$ cat src/rtl/m_div_iter.sv
// m_div_iter: iterative radix-2 restoring divider for DIV/DIVU/REM/REMU; optional early-out under M_DIV_EARLY_OUT_EN
module m_div_iter #(
  parameter int XLEN = 32
) (
  input  logic            clk,
  input  logic            reset,
  input  logic            start,
  input  logic [1:0]      op,
  input  logic [XLEN-1:0] dividend,
  input  logic [XLEN-1:0] divisor,
  output logic            busy,
  output logic            done,
  output logic [XLEN-1:0] result
);
  localparam int CW = $clog2(XLEN);
  typedef enum logic [1:0] {IDLE, CALC, FIX, DONE} state_t;
  state_t          state_q;
  logic [CW-1:0]   cnt_q;
  logic [1:0]      op_q;
  logic            qneg_q, rneg_q, dz_q, busy_q, done_q;
  logic [XLEN-1:0] rem_q, quo_q, dvs_q, result_q;
  logic [XLEN-1:0] rem_d, quo_d, q_fix, res_fix, a_abs, b_abs;
  logic [XLEN:0]   rem_sh, diff;
  logic            signed_op, a_neg, b_neg;
`ifdef M_DIV_EARLY_OUT_EN
  logic            special;
  logic [XLEN-1:0] sp_res;
`endif
  // One restoring step, sign/zero fix-up, and operand conditioning at accept time
  always_comb begin
    rem_sh    = {rem_q, quo_q[XLEN-1]};
    diff      = rem_sh - {1'b0, dvs_q};
    rem_d     = diff[XLEN] ? rem_sh[XLEN-1:0] : diff[XLEN-1:0];
    quo_d     = {quo_q[XLEN-2:0], ~diff[XLEN]};
    q_fix     = dz_q ? '1 : (qneg_q ? -quo_q : quo_q);
    res_fix   = op_q[1] ? (rneg_q ? -rem_q : rem_q) : q_fix;
    signed_op = ~op[0];
    a_neg     = signed_op & dividend[XLEN-1];
    b_neg     = signed_op & divisor[XLEN-1];
    a_abs     = a_neg ? -dividend : dividend;
    b_abs     = b_neg ? -divisor : divisor;
`ifdef M_DIV_EARLY_OUT_EN
    special   = (divisor == '0) |
                (signed_op & (dividend == {1'b1, {(XLEN-1){1'b0}}}) & (&divisor));
    sp_res    = (divisor == '0) ? (op[1] ? dividend : '1) : (op[1] ? '0 : dividend);
`endif
  end
  // Control FSM with registered busy/done and the datapath registers
  always_ff @(posedge clk or posedge reset) begin
    if (reset) begin
      state_q  <= IDLE;
      cnt_q    <= '0;
      op_q     <= '0;
      qneg_q   <= 1'b0;
      rneg_q   <= 1'b0;
      dz_q     <= 1'b0;
      rem_q    <= '0;
      quo_q    <= '0;
      dvs_q    <= '0;
      result_q <= '0;
      busy_q   <= 1'b0;
      done_q   <= 1'b0;
    end else begin
      case (state_q)
        IDLE: if (start) begin
          op_q   <= op;
          qneg_q <= a_neg ^ b_neg;
          rneg_q <= a_neg;
          dz_q   <= divisor == '0;
          quo_q  <= a_abs;
          dvs_q  <= b_abs;
          rem_q  <= '0;
          cnt_q  <= '0;
          busy_q <= 1'b1;
`ifdef M_DIV_EARLY_OUT_EN
          if (special) begin
            result_q <= sp_res;
            done_q   <= 1'b1;
            state_q  <= DONE;
          end else begin
            state_q  <= CALC;
          end
`else
          state_q <= CALC;
`endif
        end
        CALC: begin
          rem_q <= rem_d;
          quo_q <= quo_d;
          cnt_q <= cnt_q + 1'b1;
          if (cnt_q == CW'(XLEN-1)) state_q <= FIX;
        end
        FIX: begin
          result_q <= res_fix;
          done_q   <= 1'b1;
          state_q  <= DONE;
        end
        default: begin
          done_q  <= 1'b0;
          busy_q  <= 1'b0;
          state_q <= IDLE;
        end
      endcase
    end
  end
  assign busy   = busy_q;
  assign done   = done_q;
  assign result = result_q;
endmodule

$ cat config.mk
export PLATFORM = sky130hd
export DESIGN_NAME = m_div_iter
export DESIGN_NICKNAME = d
export VERILOG_FILES = /design/src/rtl/m_div_iter.sv
export SDC_FILE = /design/constraint.sdc
export NUM_CORES = 1
export LEC_CHECK = 0
export BUFFER_PORTS_ARGS = -buffer_cell sky130_fd_sc_hd__buf_2
export CORE_ASPECT_RATIO = 0.7
export CORE_MARGIN = 5
export CORE_UTILIZATION = 45
export CTS_CLUSTER_SIZE = 40
export DETAILED_ROUTE_END_ITERATION = 16
export GPL_TIMING_DRIVEN = 0
export MAX_ROUTING_LAYER = met4
export SYNTH_ARGS = -nofsm -noshare
export SYNTH_HDL_FRONTEND = slang
export SYNTH_SLANG_ARGS = --single-unit
$ cat constraint.sdc
create_clock -name clk -period 12.75 [get_ports clk]
set_input_delay 2.55 -clock clk [delete_from_list [all_inputs] [get_ports clk]]
set_output_delay 2.55 -clock clk [all_outputs]
set_load 0.1 [all_outputs]
==> flow_summary.yaml <==
power_and_ir_drop:
  leakage_nw: 5.31
  power_density_nw_per_um2: 266
  peakVddDrop_uv: 252
die:
  ios: 103
  die_h_um: 137
  die_w_um: 192
  fp.dieArea_sq_um: 26300
  core_area_sq_um: 22700
  initial_core_util_pct: 45.8
  num_rows: 46
clock_tree:
  cts_buffers: 17
  post_cts_buffers: 0
  clockBufferDepth: 2
  clk_latency_ns: 0.44
  ctsResizeCount: 0
  cts.hold.buffers_added: 0
  clk_pin_slew_ns: 0.06
  h-tree-depth: 4
  cts_num_sinks: 141
  cts_tree: "built"
  clock-root-buffer: "clkbuf_16"
yosys:
  ys_ff_latch: 141
  syn-instance-count: 1246
  synth-edff-count: 0
  ys_warn_count: 0
  syn_area_sq_um: 10400
  syn-num-nets: 1357
  yosysSeqAreaShare_pct: 33.9
  ys.flop_type: "dfrtp_1"
  synth_cell_types: 74
  avgSynthCellArea_sq_um: 8.36
  async_reset_ff_share_pct: 100
worst_setup_path:
  arrival_ns: 5.20
  r2r_end: "rem_q[28]$_DFFE_PP0P_"
  worstReg2RegStart: "quo_q[31]$_DFFE_PP0P_"
  startpoint_type: "primary input"
  critPathMaxFanout: 7
  cpMaxStageDelayCell: "nor4_1"
  crit_top_cell: "a21oi_1"
  cp_top_family: "simple AND/OR/NAND/NOR gates"
  critPathRequiredTime_ns: 13.07
  worstPathCellList: "buf_2, inv_1, ha_1, nand2_1, nor4_1, and3_1, clkbuf_1, a21oi_1, a21oi_1, xnor2_1, a221o_1"
  reg2reg_depth: 12
  critPathMaxStageDelay_ns: 0.82
  r2r_slack_ns: 8.99
  crit_buf_inv: 3
  cp-end-kind: "flip-flop"
  critPathKind: "primary input to flip-flop"
worst_hold_path:
  hold_path_depth: 2
  min-delay-start: "dvs_q[3]$_DFFE_PP0P_"
  min_to: "dvs_q[3]$_DFFE_PP0P_"
  hold_path.class: "flip-flop to flip-flop"
drt:
  routedWlPerCell_um: 19.0
  first_pass_iters: 5
  viasPerCell: 5.85
  vias: 9905
  drc: 0
  wirelength_um: 32300
  first_iter_violations: 794
  ant_nets: 0
place:
  place.gp.congestion: 0.916
  dpl_worst_slack_ns: 7.52
  dpl_cell_area_sq_um: 11300
  dp_hpwl_um: 25000
  portBuffers: 102
final_layout:
  syn_to_final_growth_pct: 14.8
  drive_above_1_share_pct: 13.9
  fin_nets: 1479
  final_area_sq_um: 12000
  ff_latch_area_sq_um: 3530
  final.fill_count: 2234
  multi_input_comb_area_sq_um: 6410
  n_antenna_cell: 0
status:
  status: "finished clean"
global_routing:
  grt_pass1_wl_um: 51800
  grt_antenna_before_repair: 0
  grt_overflow_total: 0
  gr-usage-all-layers_pct: 25.7
  grt_max_degree: 85
  grt_pass1_vias: 9625
sta:
  hold_violations: 0
  period_share_pct: 38.3
  fmax_mhz: 205
  setup-tns-final_ns: 0
  fin_crit_ns: 4.88
  rsz0062_at_grt: "no"
  maxSlewHeadroom_pct: 9.36
  finalSetupViolCount: 0
  worstMarginPinSlew_ns: 1.35
  clock_skew_ns: 0.0109
  slew_violations: 0
  final.setup.worst_slack_ns: 7.87
run:
  drv_cap: 0
## power breakdown
| part | internal, W | total, W | switching, W |
|---|---|---|---|
| combinational | 0.000570 | 0.00187 | 0.00130 |
| clock | 0.000313 | 0.000528 | 0.000215 |
| sequential | 0.000621 | 0.000786 | 0.000165 |
## cell families (layout without fill, tap and decap cells)
kind of cell             after synthesis  after routing  synth area share (%)
multiplexers                          35             35                  3.71
XOR/XNOR                             138            138                  11.6
AND/OR/NAND/NOR                      359            359                  16.9
flip-flops                           141            141                  33.9
buffers and inverters                123            258                  4.58
adder cells (fa/ha/maj)               42             42                  5.12
AO/OA/AOI/OAI                        408            408                  24.2
## final cells by class
type / count / share of cell area [%]
plain buffers: 63 / 2.10
clock buffers: 18 / 3.67
clock inverters: 14 / 1.41
inverters: 60 / 1.93
multi-input cells: 982 / 53.6
flip-flops and latches: 141 / 29.5
well taps: 312 / 3.26
repair buffers: 103 / 4.50
## routing by layer
layer | wire [um] | GRT usage [%]
met2 | 12800 | 35.0
met1 | 17100 | 39.7
met3 | 1840 | 4.18
met4 | 495 | 6.06
met5 | 0 | -
## per-stage QoR
step                util (%)  std cells  total power (W)  hold slack, ns
floorplan                  -       1246          0.00216           0.450
global placement        49.8       1660          0.00261           0.465
detailed placement      49.9       1661          0.00263           0.471
CTS                     52.6       1693          0.00317           0.485
global route            52.6       1693          0.00340           0.500
finish                  52.6       1693          0.00318           0.481
## cells in the mapped netlist, types with 4 or more instances
cell type / instances / area [sq um]
nand2_1: 146 / 548
o21ai_0: 143 / 716
dfrtp_1: 141 / 3530
a21oi_1: 104 / 521
xor2_1: 87 / 762
nor2_1: 74 / 278
inv_1: 60 / 225
xnor2_1: 51 / 447
clkbuf_1: 49 / 184
ha_1: 41 / 513
mux2_2: 25 / 282
o31ai_1: 25 / 188
a22oi_1: 23 / 173
nor3_1: 19 / 95.1
a31oi_1: 17 / 106
nand3_1: 17 / 85.1
nand2b_1: 15 / 93.8
a32oi_1: 14 / 123
o41ai_1: 13 / 114
and3_1: 12 / 75.1
nor4_1: 12 / 75.1
or3_1: 11 / 68.8
mux2i_1: 9 / 90.1
nor2b_1: 9 / 56.3
a21o_1: 8 / 60.1
or4_1: 8 / 60.1
o21a_1: 7 / 52.6
o22ai_1: 7 / 43.8
buf_1: 6 / 22.5
buf_2: 6 / 30.0
or2_2: 6 / 37.5
and2_1: 5 / 31.3
nor3b_1: 5 / 37.5
o211ai_1: 5 / 37.5
a211oi_1: 4 / 30.0
o311ai_0: 4 / 35.0
## worst register-to-register path, delay by kind of cell, from the launching register on
family                     cells  cell delay, ns
and+or+nand+nor                2            0.49
adders and majority gates      2            0.70
buffers and inverters          2            0.41
AOI/OAI and AO/OA              6            1.70
DFF                            1            0.37
## cell usage in the layout (no fill, tap or decap), types with 6 or more instances in the layout
master | synthesis | routed
nand2_1 | 146 | 146
clkbuf_16 | 0 | 17
ha_1 | 41 | 41
or3_1 | 11 | 11
or2_2 | 6 | 6
nor2_1 | 74 | 74
a22oi_1 | 23 | 23
dfrtp_1 | 141 | 141
a21oi_1 | 104 | 104
mux2_2 | 25 | 25
mux2i_1 | 9 | 9
nor4_1 | 12 | 12
buf_2 | 6 | 108
or4_1 | 8 | 8
o21ai_0 | 143 | 143
a31oi_1 | 17 | 17
xnor2_1 | 51 | 51
o21a_1 | 7 | 7
inv_1 | 60 | 59
o31ai_1 | 25 | 25
o41ai_1 | 13 | 13
nand3_1 | 17 | 17
a32oi_1 | 14 | 14
clkbuf_1 | 49 | 49
nor2b_1 | 9 | 9
buf_1 | 6 | 6
nor3_1 | 19 | 19
a21o_1 | 8 | 8
xor2_1 | 87 | 87
o22ai_1 | 7 | 7
and3_1 | 12 | 12
nand2b_1 | 15 | 15
## how the worst max path moves through the flow
stage | slack (ns) | endpoint | from | depth (start not counted)
floorplan | 6.42 | busy$_DFFE_PP0P_ | reset | 1
global placement | 4.50 | dvs_q[4]$_DFFE_PP0P_ | reset | 2
detailed placement | 7.52 | quo_q[26]$_DFFE_PP0P_ | dividend[0] | 11
CTS | 7.97 | quo_q[26]$_DFFE_PP0P_ | dividend[0] | 11
global route | 7.66 | quo_q[26]$_DFFE_PP0P_ | dividend[0] | 11
finish | 7.87 | quo_q[26]$_DFFE_PP0P_ | dividend[0] | 11
## flip-flops by register name, indices dropped and copies added (netlist names)
name and cells:
busy 1, cnt_q 5, done 1, dvs_q 32, dz_q 1, op_q 1, qneg_q 1, quo_q 32
rem_q 32, result 32, rneg_q 1, state_q 2
Note: power is estimated with default switching activity, not from simulation.
